--- config.mk ---
export PLATFORM = sky130hd
export DESIGN_NAME = dm_mem_arbiter
export DESIGN_NICKNAME = d
export VERILOG_FILES = /design/src/rtl/cache_def.sv /design/src/rtl/rr_picker.sv /design/src/rtl/dm_mem_arbiter.sv
export SDC_FILE = /design/constraint.sdc
export NUM_CORES = 1
export LEC_CHECK = 0
export ABC_CLOCK_PERIOD_IN_PS = 3220
export BUFFER_PORTS_ARGS = -buffer_cell sky130_fd_sc_hd__buf_4
export CORE_AREA = 2 2 345 347
export DETAILED_ROUTE_END_ITERATION = 12
export DIE_AREA = 0 0 347 349
export GPL_TIMING_DRIVEN = 0
export PLACE_DENSITY = 0.42
export SLEW_MARGIN = 25
export SYNTH_ARGS = -nofsm -noshare
export SYNTH_HDL_FRONTEND = slang
export SYNTH_HIERARCHICAL = 1
export SYNTH_SLANG_ARGS = --single-unit
--- constraint.sdc ---
create_clock -name clk_i -period 3.22 [get_ports clk_i]
set_input_delay 0.805 -clock clk_i [delete_from_list [all_inputs] [get_ports clk_i]]
set_output_delay 0.805 -clock clk_i [all_outputs]
set_load 0.005 [all_outputs]
--- src/rtl/cache_def.sv ---
// Shared cache/memory interface types plus the memory-arbiter state encoding.
package cache_def;
  localparam int LINE_W        = 128;
  localparam int ARB_MAX_PORTS = 4;

  typedef struct packed {
    logic [31:0]       addr;
    logic [LINE_W-1:0] data;
    logic              rw;
    logic              valid;
  } mem_req_type;

  typedef struct packed {
    logic [LINE_W-1:0] data;
    logic              ready;
  } mem_data_type;

  typedef enum logic {ARB_IDLE, ARB_BUSY} arb_state_type;
endpackage

--- src/rtl/rr_picker.sv ---
// Round-robin selector: first set bit of pend at or after rr_ptr, modulo N_PORTS.
module rr_picker #(
  parameter  int N_PORTS = 2,
  localparam int PTR_W   = $clog2(N_PORTS)
) (
  input  logic [N_PORTS-1:0] pend,
  input  logic [PTR_W-1:0]   rr_ptr,
  output logic [PTR_W-1:0]   sel,
  output logic               any_pend
);
  localparam logic [PTR_W:0] NP = (PTR_W+1)'(N_PORTS);

  logic [PTR_W:0] idx;

  // Scan from the farthest offset down so the nearest pending port wins last.
  always_comb begin
    sel      = '0;
    idx      = '0;
    any_pend = |pend;
    for (int i = N_PORTS-1; i >= 0; i--) begin
      idx = {1'b0, rr_ptr} + (PTR_W+1)'(i);
      if (idx >= NP) idx = idx - NP;
      if (pend[idx[PTR_W-1:0]]) sel = idx[PTR_W-1:0];
    end
  end
endmodule

--- src/rtl/dm_mem_arbiter.sv ---
// Round-robin arbiter sharing one memory port among N_PORTS cache controllers.
// Optional ARB_WB_LOCK_EN: a write-back keeps the grant for its same-cycle refill request.
module dm_mem_arbiter
  import cache_def::*;
#(
  parameter  int N_PORTS = 2,
  localparam int PTR_W   = $clog2(N_PORTS)
) (
  input  logic                        clk_i,
  input  logic                        rst_ni,
  input  mem_req_type  [N_PORTS-1:0]  port_req_i,
  output mem_data_type [N_PORTS-1:0]  port_rsp_o,
  output mem_req_type                 mem_req_o,
  input  mem_data_type                mem_rsp_i,
  output logic                        busy_o,
  output logic [PTR_W-1:0]            grant_o,
  output logic [N_PORTS-1:0]          overrun_o
);
  arb_state_type             state_q, state_d;
  logic [PTR_W-1:0]          rr_q, rr_d, grant_d, nxt_ptr, pick_ptr, sel;
  logic [N_PORTS-1:0]        pend_q, pick_pend, done, cap;
  mem_req_type [N_PORTS-1:0] req_q;
  mem_req_type               hold_q;
  logic                      cmpl, any_pend, lock_take;

  assign busy_o  = (state_q == ARB_BUSY);
  assign cmpl    = busy_o && mem_rsp_i.ready;
  assign nxt_ptr = (grant_o == PTR_W'(N_PORTS-1)) ? '0 : grant_o + 1'b1;

  for (genvar p = 0; p < N_PORTS; p++) begin : g_port
    assign done[p] = cmpl && (grant_o == PTR_W'(p));
    // A finishing port may reload its buffer in the same cycle (write-back -> allocate).
    assign cap[p]  = port_req_i[p].valid && (!pend_q[p] || done[p]);
    assign port_rsp_o[p].ready = done[p];
    assign port_rsp_o[p].data  = busy_o ? mem_rsp_i.data : '0;
  end

  always_ff @(posedge clk_i or negedge rst_ni) begin
    if (!rst_ni) begin
      pend_q    <= '0;
      req_q     <= '0;
      overrun_o <= '0;
    end else begin
      for (int p = 0; p < N_PORTS; p++) begin
        if (cap[p]) begin
          pend_q[p] <= 1'b1;
          req_q[p]  <= port_req_i[p];
        end else if (done[p]) begin
          pend_q[p] <= 1'b0;
        end
        if (port_req_i[p].valid && pend_q[p] && !done[p]) overrun_o[p] <= 1'b1;
      end
    end
  end

`ifdef ARB_WB_LOCK_EN
  logic lock_q;
  // lock_q marks a locked follow-on so a second write-back cannot chain the lock.
  assign lock_take = cmpl && req_q[grant_o].rw && cap[grant_o] && !lock_q;
  always_ff @(posedge clk_i or negedge rst_ni) begin
    if (!rst_ni)   lock_q <= 1'b0;
    else if (cmpl) lock_q <= lock_take;
  end
`else
  assign lock_take = 1'b0;
`endif

  // While busy, look for the next owner among the other ports, starting after the current one.
  always_comb begin
    pick_pend = pend_q;
    pick_ptr  = rr_q;
    if (busy_o) begin
      pick_pend[grant_o] = 1'b0;
      pick_ptr           = nxt_ptr;
    end
  end

  rr_picker #(.N_PORTS(N_PORTS)) u_pick (
    .pend     (pick_pend),
    .rr_ptr   (pick_ptr),
    .sel      (sel),
    .any_pend (any_pend)
  );

  always_comb begin
    state_d = state_q;
    grant_d = grant_o;
    rr_d    = rr_q;
    case (state_q)
      ARB_IDLE: if (any_pend) begin
        state_d = ARB_BUSY;
        grant_d = sel;
      end
      ARB_BUSY: if (mem_rsp_i.ready && !lock_take) begin
        rr_d = nxt_ptr;
        if (any_pend) grant_d = sel;
        else          state_d = ARB_IDLE;
      end
      default: state_d = ARB_IDLE;
    endcase
  end

  always_ff @(posedge clk_i or negedge rst_ni) begin
    if (!rst_ni) begin
      state_q <= ARB_IDLE;
      grant_o <= '0;
      rr_q    <= '0;
      hold_q  <= '0;
    end else begin
      state_q <= state_d;
      grant_o <= grant_d;
      rr_q    <= rr_d;
      if (busy_o) hold_q <= req_q[grant_o];
    end
  end

  // Idle keeps the last transfer's addr/data/rw on the bus with valid dropped.
  always_comb begin
    if (busy_o) begin
      mem_req_o       = req_q[grant_o];
      mem_req_o.valid = 1'b1;
    end else begin
      mem_req_o       = hold_q;
      mem_req_o.valid = 1'b0;
    end
  end
endmodule

==> run_summary.xml <==
<?xml version="1.0" encoding="UTF-8"?>
<metrics>
  <group name="outcome">
    <metric name="outcome" unit="">completed</metric>
  </group>
  <group name="yosys">
    <metric name="post_synth_inst_count" unit="">1683</metric>
    <metric name="synth.distinct_cells" unit="">26</metric>
    <metric name="netlist_area" unit="µm²">21890</metric>
    <metric name="yosys_register_bits" unit="">490</metric>
    <metric name="ys_dominant_reg_cell" unit="">dfrtp_1</metric>
    <metric name="synth_seq_area_share" unit="%">56.00</metric>
    <metric name="synth_largest_type_area_fraction" unit="%">56.00</metric>
    <metric name="synth.largest_area_cell" unit="">dfrtp_1</metric>
    <metric name="synth_enable_flop_cells" unit="">0</metric>
    <metric name="yosys_warnings" unit="">6</metric>
    <metric name="average_size_of_a_mapped_cell" unit="µm²">13.01</metric>
    <metric name="synth_top_cells_by_area" unit="">dfrtp_1, mux2_2, mux2i_1, mux2_4, buf_4</metric>
    <metric name="postSynth.asyncResetShare" unit="%">100.0</metric>
    <metric name="postSynthNetCount" unit="">2138</metric>
  </group>
  <group name="critical_path">
    <metric name="critPathLaunch" unit="">busy_o$_DFF_PN0_</metric>
    <metric name="timing.reg2reg.worst_path_depth" unit="">7</metric>
    <metric name="worstSetupPathType" unit="">reg2out</metric>
    <metric name="reg_to_reg_setup_timing_slack" unit="ns">1.05</metric>
    <metric name="setup_crit_end_kind" unit="">primary output</metric>
    <metric name="rr_startpoint" unit="">busy_o$_DFF_PN0_</metric>
    <metric name="worstPathArrival" unit="ns">2.32</metric>
    <metric name="worst_setup_path_start_kind" unit="">flip-flop</metric>
    <metric name="cp_num_buf_inv" unit="">5</metric>
    <metric name="worst_path_largest_cell_delay" unit="ns">0.42</metric>
    <metric name="crit_path_cell_chain" unit="">buf_6 -&gt; buf_4 -&gt; clkbuf_2 -&gt; and2_1 -&gt; buf_4 -&gt; buf_4</metric>
    <metric name="critical_path_required" unit="ns">2.41</metric>
    <metric name="worst_path_most_repeated_cell" unit="">buf_4</metric>
    <metric name="critical_path.max_fanout" unit="">10</metric>
    <metric name="critical_path.slowest_cell" unit="">dfrtp_1</metric>
    <metric name="critPathTopFamily" unit="">buffers and inverters</metric>
    <metric name="worst_r2r_endpoint" unit="">req_q[295]$_DFFE_PN0P_</metric>
    <metric name="count_of_cell_instances_traversed_by_the_critical_path" unit="">6</metric>
    <metric name="cp-endpoint" unit="">port_rsp_o[147]</metric>
  </group>
  <group name="placement">
    <metric name="dpl_cell_area" unit="µm²">30700</metric>
    <metric name="detailed_placement_hpwl" unit="µm">80190</metric>
    <metric name="port_buffers" unit="">878</metric>
    <metric name="gp_congestion" unit="">0.8407</metric>
    <metric name="placed_cells" unit="">4107</metric>
  </group>
  <group name="floorplanning">
    <metric name="core_area" unit="µm²">117500</metric>
    <metric name="row_count" unit="">126</metric>
    <metric name="design.portCount" unit="">879</metric>
    <metric name="floorplan.initialDensity" unit="%">18.64</metric>
    <metric name="fp.dieArea" unit="µm²">121100</metric>
    <metric name="die_ht" unit="µm">349</metric>
    <metric name="chipWidth" unit="µm">347</metric>
  </group>
  <group name="global_route">
    <metric name="antenna_found_initial" unit="">11</metric>
    <metric name="grt_first_pass_wirelength" unit="µm">137300</metric>
    <metric name="grt.met3_usage" unit="%">4.157</metric>
    <metric name="grt.met2_usage" unit="%">29.29</metric>
    <metric name="grt-ovfl-total" unit="">0</metric>
    <metric name="grt_use_total" unit="%">15.99</metric>
    <metric name="grt_pass1_vias" unit="">17200</metric>
    <metric name="grt_max_degree" unit="">79</metric>
    <metric name="gr-max-usage-layer" unit="">met2</metric>
    <metric name="grt.met1_usage" unit="%">17.95</metric>
  </group>
  <group name="timing">
    <metric name="timing_max_transition_violations_final" unit="">0</metric>
    <metric name="hold_viol" unit="">0</metric>
    <metric name="fin_crit" unit="ns">3.125</metric>
    <metric name="achievable-frequency" unit="GHz">0.3200</metric>
    <metric name="fin_skew" unit="ns">0.02625</metric>
    <metric name="period_share" unit="%">97.06</metric>
    <metric name="final-setup-viol-count" unit="">0</metric>
    <metric name="hold_slack" unit="ns">0.06835</metric>
    <metric name="totalNegativeSetupSlack" unit="ns">0</metric>
    <metric name="slew-limit-headroom" unit="%">70.15</metric>
    <metric name="max_slew.worst_pin.slew" unit="ns">0.4477</metric>
  </group>
  <group name="cells_and_area">
    <metric name="multi_input_combinational_cell_area" unit="µm²">8066</metric>
    <metric name="layout.nets" unit="">3087</metric>
    <metric name="design_area" unit="µm²">33120</metric>
    <metric name="seqCellArea" unit="µm²">12260</metric>
    <metric name="final-instance-count-excl-fill" unit="">4226</metric>
    <metric name="count_of_fill_cells_added_during_filler_insertion" unit="">12320</metric>
    <metric name="syn2layout_area_growth" unit="%">51.27</metric>
    <metric name="fraction_of_final_layout_cells_with_drive_strength_greater_than_1" unit="%">57.93</metric>
  </group>
  <group name="power_and_ir_drop">
    <metric name="power.combinational.fraction" unit="%">51.3</metric>
    <metric name="netSwitchingFraction" unit="%">36.02</metric>
    <metric name="clkPwrFrac" unit="%">18.9</metric>
    <metric name="p_leak" unit="µW">0.01560</metric>
    <metric name="vdd_drop_max" unit="V">0.0004696</metric>
    <metric name="share_seq_of_total_power" unit="%">29.9</metric>
    <metric name="p_sw" unit="µW">13140</metric>
    <metric name="cellPowerDensity" unit="nW/µm²">1101</metric>
    <metric name="cellInternalPower" unit="µW">23340</metric>
  </group>
  <group name="clock_tree">
    <metric name="clk_root_buffer_cell" unit="">clkbuf_16</metric>
    <metric name="clk_latency" unit="ns">0.65</metric>
    <metric name="cts_buffer_depth" unit="">3</metric>
    <metric name="cts_tree" unit="">yes</metric>
    <metric name="cts_buffers" unit="">58</metric>
    <metric name="clk_pin_slew" unit="ns">0.06</metric>
    <metric name="ctsHtreeMaxLevel" unit="">2</metric>
    <metric name="tritoncts_num_sinks" unit="">490</metric>
  </group>
  <group name="run">
    <metric name="max_cap_viol_count" unit="">0</metric>
  </group>
  <group name="detailed_routing">
    <metric name="drc" unit="">0</metric>
    <metric name="detailedRoute.firstPassIterationCount" unit="">4</metric>
    <metric name="post_detailed_routing_wire_length" unit="µm">100800</metric>
    <metric name="first_iter_violations" unit="">619</metric>
    <metric name="detail_route.wl_per_cell" unit="µm">23.84</metric>
    <metric name="route.antenna.remaining_nets" unit="">0</metric>
    <metric name="detailroute.via_count" unit="">16250</metric>
    <metric name="viasPerCell" unit="">3.845</metric>
  </group>
  <group name="hold_path">
    <metric name="tightest_hold_check_type" unit="">in2async</metric>
  </group>
</metrics>
[metal layers]
| metal | part of all wire, % | up-vias |
|---|---|---|
| met5 | 0.033 | - |
| met4 | 2.5 | 6 |
| met3 | 6.0 | 99 |
| met2 | 53 | 464 |
| met1 | 38 | 8130 |
| li1 | - | 7552 |
[cell type report]
cell class                      instances  area share, %
Timing Repair Buffer                  889          20.83
Clock buffer                           87          5.225
Buffer                                235          5.882
Multi-Input combinational cell        954          24.36
Inverter                                4        0.04533
Sequential cell                       490          37.02
Antenna cell                           11        0.08311
Clock inverter                         20         0.7518
Tap cell                             1536          5.803
[state kept, by name, summed over array words and instances (netlist names)]
name and flops:
req_q 322, hold_q 161, overrun_o 2, pend_q 2, busy_o 1, grant_o 1, rr_q 1
[kinds of logic (layout without fill, tap and decap cells)]
logic type             Yosys count  in the layout  synth area share (%)
AOI/OAI and AO/OA              170            170                 4.006
buffers and inverters          239           1235                 7.709
DFF                            490            490                 56.00
muxes                          484            484                 25.52
other                            0             11                     0
and+or+nand+nor                300            300                 6.766
[synth_stat cells (10+ instances only)]
| cell type | number |
|---|---|
| nor2_1 | 161 |
| buf_1 | 10 |
| buf_12 | 10 |
| buf_6 | 10 |
| clkbuf_1 | 39 |
| mux2_4 | 90 |
| dfrtp_1 | 490 |
| mux2_1 | 20 |
| and2_1 | 129 |
| mux2_2 | 213 |
| mux2i_1 | 161 |
| buf_4 | 138 |
| a21oi_1 | 161 |
| buf_2 | 28 |
[worst min-delay path by stage]
stage / end / slack (ns) / depth (start not counted)
2_1_floorplan: rr_q$_DFFE_PN0N_ / 0.44 / 2
3_3_place_gp: overrun_o[0]$_DFFE_PN0P_ / 0.46 / 1
3_5_place_dp: rr_q$_DFFE_PN0N_ / 0.47 / 2
4_1_cts: hold_q[118]$_DFFE_PN0P_ / 0.02 / 1
5_1_grt: hold_q[118]$_DFFE_PN0P_ / 0.05 / 1
6_report: req_q[276]$_DFFE_PN0P_ / 0.07 / 1
[per-stage QoR]
stage | utilization, % | setup slack (ns) | power [µW]
after CTS | 28.08 | -0.004504 | 37120
after detailed placement | 26.14 | -0.1523 | 29540
final | 28.20 | 0.09467 | 36480
after global placement | 25.89 | -4.737 | 29350
after floorplan | - | 1.077 | 19490
after global routing | 28.19 | -0.00009792 | 38760
[power groups by stage]
stage	Sequential [µW]	Combinational [µW]	Clock, µW
6_report	10900	18700	6880
5_1_grt	11300	20100	7380
4_1_cts	10900	19100	7140
3_5_place_dp	10900	18600	0
3_3_place_gp	10900	18400	0
2_1_floorplan	10500	9040	0
[layout by cell type (no fill, tap or decap), types with 5 or more instances in the layout]
cell type | Yosys | routed
clkbuf_8 | 0 | 20
buf_12 | 10 | 11
clkbuf_1 | 39 | 17
clkbuf_16 | 0 | 59
mux2_4 | 90 | 90
and2_2 | 0 | 13
mux2_2 | 213 | 213
mux2i_1 | 161 | 155
buf_2 | 28 | 11
buf_16 | 0 | 11
nor2_1 | 161 | 161
clkbuf_2 | 0 | 16
mux2i_4 | 0 | 5
clkbuf_4 | 0 | 15
dfrtp_1 | 490 | 490
mux2_1 | 20 | 20
a21oi_2 | 0 | 9
buf_4 | 138 | 1027
diode_2 | 0 | 11
buf_6 | 10 | 21
a21oi_1 | 161 | 152
clkinv_2 | 0 | 10
and2_1 | 129 | 114
bufinv_16 | 0 | 5
[repair_timing]
| item | 4_1_cts | 5_1_grt |
|---|---|---|
| endpoints found under the setup margin | 371 | 142 |
| hold buffers | 0 | 0 |
| buffers inserted | 0 | 0 |
| resized for setup | 120 | 34 |
| gates cloned | 0 | 1 |
Note: power is estimated with default switching activity, not from simulation.
